==> src/rtl/ramb16_fifo_pkg.sv <==
// ramb16_fifo_pkg
//   Shared widths and pointer types for the RAMB16_S4_S18 width-converting
//   FIFO controller (4-bit write side on RAM port A, 16-bit read side on port B).
package ramb16_fifo_pkg;

   localparam int unsigned NIB_AW = 12;   // port A address width (4096 x 4)
   localparam int unsigned WRD_AW = 10;   // port B address width (1024 x 16)
   localparam int unsigned NIB_PW = 13;   // nibble pointer, one wrap bit above NIB_AW
   localparam int unsigned WRD_PW = 11;   // word pointer, one wrap bit above WRD_AW
   localparam int unsigned NIB_W  = 4;
   localparam int unsigned WRD_W  = 16;

   localparam int unsigned NIB_DEPTH = 1 << NIB_AW;

   typedef logic [NIB_PW-1:0] nib_ptr_t;
   typedef logic [WRD_PW-1:0] wrd_ptr_t;

endpackage

==> src/rtl/ramb16_fifo_outbuf.sv <==
// ramb16_fifo_outbuf
//   Two-entry 16-bit output buffer between the RAM read port and the word
//   consumer. The head entry stays stable until popped.
// Ports
//   clk, rst_n      clock, synchronous active-low reset (clears data too)
//   flush           synchronous clear of occupancy (data left in place)
//   push/push_data  write one word (caller guarantees a free slot)
//   pop             remove head word (caller guarantees valid)
//   head, valid     head word and non-empty flag
//   count           occupancy 0..2
module ramb16_fifo_outbuf
   import ramb16_fifo_pkg::*;
(
   input  logic             clk,
   input  logic             rst_n,
   input  logic             flush,
   input  logic             push,
   input  logic [WRD_W-1:0] push_data,
   input  logic             pop,
   output logic [WRD_W-1:0] head,
   output logic             valid,
   output logic [1:0]       count
);

   logic [WRD_W-1:0] slot [2];
   logic             wr_idx;
   logic             rd_idx;
   logic [1:0]       cnt;

   always_ff @(posedge clk) begin
      if (!rst_n) begin
         slot[0] <= '0;
         slot[1] <= '0;
         wr_idx  <= 1'b0;
         rd_idx  <= 1'b0;
         cnt     <= '0;
      end else if (flush) begin
         wr_idx  <= 1'b0;
         rd_idx  <= 1'b0;
         cnt     <= '0;
      end else begin
         if (push) begin
            slot[wr_idx] <= push_data;
            wr_idx       <= ~wr_idx;
         end
         if (pop) begin
            rd_idx <= ~rd_idx;
         end
         cnt <= cnt + {1'b0, push} - {1'b0, pop};
      end
   end

   assign head  = slot[rd_idx];
   assign valid = (cnt != '0);
   assign count = cnt;

endmodule

==> config.mk <==
export PLATFORM = sky130hd
export DESIGN_NAME = ramb16_fifo_outbuf
export DESIGN_NICKNAME = d
export VERILOG_FILES = /design/src/rtl/ramb16_fifo_pkg.sv /design/src/rtl/ramb16_fifo_outbuf.sv
export SDC_FILE = /design/constraint.sdc
export NUM_CORES = 1
export LEC_CHECK = 0
export ABC_AREA = 1
export BUFFER_PORTS_ARGS = -buffer_cell sky130_fd_sc_hd__buf_2
export CAP_MARGIN = 20
export CORE_MARGIN = 1.5
export CORE_UTILIZATION = 45
export DETAILED_ROUTE_END_ITERATION = 10
export HOLD_SLACK_MARGIN = 0.15
export PLACE_DENSITY = 0.76
export SKIP_CTS_REPAIR_TIMING = 1
export SYNTH_ARGS = -nofsm -noshare
export SYNTH_HDL_FRONTEND = slang
export SYNTH_SLANG_ARGS = --single-unit
==> constraint.sdc <==
create_clock -name clk -period 3.8 [get_ports clk]
set_input_delay 0.57 -clock clk [delete_from_list [all_inputs] [get_ports clk]]
set_output_delay 0.57 -clock clk [all_outputs]
set_load 0.01 [all_outputs]
==> summary.md <==
| Metric | Value |
|---|---|
| Sequential share of power | `62.8%` |
| Maxcap violations | `0` |
| Initial antenna violation count | `0` |
| Unrepaired setup endpoints after global routing | `no` |
| CP Launch Type | `flop` |
| Nets | `approximately 200` |
| CP Capture Type | `output pin` |
| Gpl congestion | `0.6587` |
| Die height | `63.38 um` |
| Rel. slew slack | `52.56%` |
| Starting Density | `48.02%` |
| GRT overflow | `0` |
| Filler cells | `315` |
| Detail Placement HPWL | `around 2000 um` |
| Final-report max-slew violation count | `0` |
| Status | `complete, no violations` |
| # clock sinks | `37` |
| Design area | `1908 um2` |
| Top cells by area, synth | `edfxtp_1, mux2_2, dfxtp_1` |
| ANT cells | `0` |
| Global-route wire length before repair | `4229 um` |
| Core ar. | `about 3400 um2` |
| DR vias | `1044` |
| Residual DRC count | `0` |
| Met2 usage | `~27%` |
| Hold Path Cell Cnt | `2` |
| Worst R2R Path Depth | `3` |
| Mapped Avg Cell Area | `between 10 and 15 um2` |
| IO Count | `40` |
| Fmax | `roughly 0.44 GHz` |
| CP Max Fanout | `16` |
| CP Class | `flop to output pin` |
| Post-layout minimum cycle time | `2.258 ns` |
| Htree depth | `2` |
| Antenna-violating nets left | `0` |
| Synth Warn # | `0` |
| Vias per cell | `4.703` |
| CTS root buf | `clkbuf_4` |
| Combinational Power Share | `a little under an eighth` |
| Area grow syn2layout | `16.32%` |
| Share of the synthesized area in the top cell type | `58.58%` |
| GRT met3 Usage | `under 10%` |
| GR peak layer | `met2` |
| Worst EP required | `3.23 ns` |
| Worst path arrival time | `1.69 ns` |
| Later-pin clock latency in the skew report | `between 0.3 and 0.4 ns` |
| Largest net degree at the start of global routing | `19` |
| Max VDD drop | `233.9 uV` |
| Slew @ Worst Pin | `0.7106 ns` |
| R2r setup slk | `2.10 ns` |
| Clock Power Share | `25.5%` |
| Finished Layout Cells | `around 220` |
| Total GRT Usage | `14.54%` |
| Per-cell routed wire length | `roughly 12 um` |
| Syn nets | `roughly 160` |
| Distinct cells, synth | `20` |
| DR pass1 iterations | `4` |
| Port bufs | `39` |
| Die area | `between 4000 and 5000 um2` |
| Pint | `568.5 uW` |
| CTS Buf Count | `5` |
| Worst reg2reg startpoint | `wr_idx` |
| Hold crit path type | `input port to flop` |
| Switching share of power | `24.29%` |
| R2r endpoint | `slot[0][11]` |
| Share of layout cells above drive strength 1 | `42.05%` |
| Die X | `around 63 um` |
| Tcrit/Tclk final | `59.43%` |
| Placed cells | `roughly 210` |
| Net switching power | `182.4 uW` |
| Vias in the first global route | `1001` |
| GRT met1 Usage | `13.83%` |
| Setup_tns | `0 ns` |
| Final hold violations | `0` |
| Synthesized area | `1640 um2` |
| Multi-input gate area | `457.9 um2` |
| Register area | `1061 um2` |
| Sequential share of the synthesized area | `between 60% and 70%` |
| PD cells | `393.5 nW/um2` |
| TritonCTS clock tree | `done` |
| Pleak | `a little under 0.9 nW` |
| DR iter-0 viols | `32` |
| Yosys top cell by area | `edfxtp_1` |
| Placement Cell Area | `1858 um2` |
| Final WL | `2752 um` |
| Mapped Cells | `approximately 130` |
| Reg clk slew, reported paths | `0.10 ns` |
| Yosys reg bits | `37` |
| Final Setup Violations | `0` |
| HP Start | `flush` |
| Rows | `21` |
| Skew final | `about 0.0035 ns` |
| Max clock buf depth | `2` |
## stage by stage
| stage | worst slack [ns] | total power, mW | util (%) | hold WS (ns) |
|---|---|---|---|---|
| 6_report | 1.542 | 0.7509 | 55.86 | 0.4635 |
| 5_1_grt | 1.428 | 0.7803 | 55.86 | 0.4563 |
| 3_3_place_gp | 1.764 | 0.5659 | 54.40 | 0.5038 |
| 4_1_cts | 1.514 | 0.7586 | 55.86 | 0.4527 |
| 3_5_place_dp | 1.669 | 0.5707 | 54.40 | 0.5076 |
| 2_1_floorplan | 2.047 | 0.5328 | - | 0.4901 |
## synth_stat cells (all sizes together)
library cell and number:
nor3 2, mux2 16, xnor2 1, nor3b 1, nor2 35, buf 4, nand2 8, inv 23
dfxtp 5, a21oi 1, nand3 3, edfxtp 32, ha 2
## layout make-up
type,count,share of cell area [%]
clock buffer,5,1.967
timing repair buffer,39,10.23
inverter,23,4.525
tap,46,3.016
multi-input combinational,69,24.00
clock inverter,3,0.6557
sequential,37,55.61
## how the worst max path moves through the flow
| stage | from | endpoint | slack [ns] | cells after the start |
|---|---|---|---|---|
| 4_1_cts | flop | head[10] | 1.51 | 2 |
| 6_report | flop | head[8] | 1.54 | 2 |
| 3_5_place_dp | rst_n | slot[1][7] | 1.67 | 5 |
| 2_1_floorplan | rst_n | slot[1][0] | 2.05 | 5 |
| 3_3_place_gp | rst_n | slot[1][9] | 1.76 | 5 |
| 5_1_grt | flop | head[7] | 1.43 | 2 |
## power by group through the flow
stage | combinational (mW) | sequential (mW) | clock, mW
6_report | 0.0879 | 0.472 | 0.191
3_5_place_dp | 0.0894 | 0.481 | 0
3_3_place_gp | 0.0859 | 0.480 | 0
5_1_grt | 0.0968 | 0.474 | 0.209
4_1_cts | 0.0897 | 0.472 | 0.197
2_1_floorplan | 0.0571 | 0.476 | 0
## state kept, by name (all words and copies together) (netlist names), named ones only
name and cells:
count 2, rd_idx 1, slot 32, wr_idx 1
## cells by family after synthesis
kind of cell,count (synthesis),share of synthesized area (%)
DFF,37,64.68
adders and majority gates,2,1.525
muxes,16,10.98
AOI/OAI and AO/OA,1,0.3048
buffers and inverters,27,7.399
and+or+nand+nor,49,14.57
xor gates and xnor gates,1,0.5340
## worst max-delay path, stage by stage (launching register included)
cell	delay, ns
dfxtp_1	0.79
mux2_2	0.42
buf_2	0.14
## cells in the final DEF (no fill, tap or decap)
cell type	n
nand2_2	1
clkinv_1	2
nor3b_1	1
mux2_2	16
edfxtp_1	32
clkinv_2	1
nand2_1	7
a21oi_1	1
buf_2	39
clkbuf_4	5
nor2_2	9
inv_2	1
nor2_1	25
nand3_1	2
inv_1	22
nor2_4	1
nand3_4	1
dfxtp_1	5
xnor2_1	1
ha_1	2
nor3_1	2
## per-layer routing
metal	vias up	routed length (um)
met5	-	0
met4	0	36
met3	4	150
met2	31	1516
met1	494	1048
li1	515	-
(Power assumes the default switching activity.)
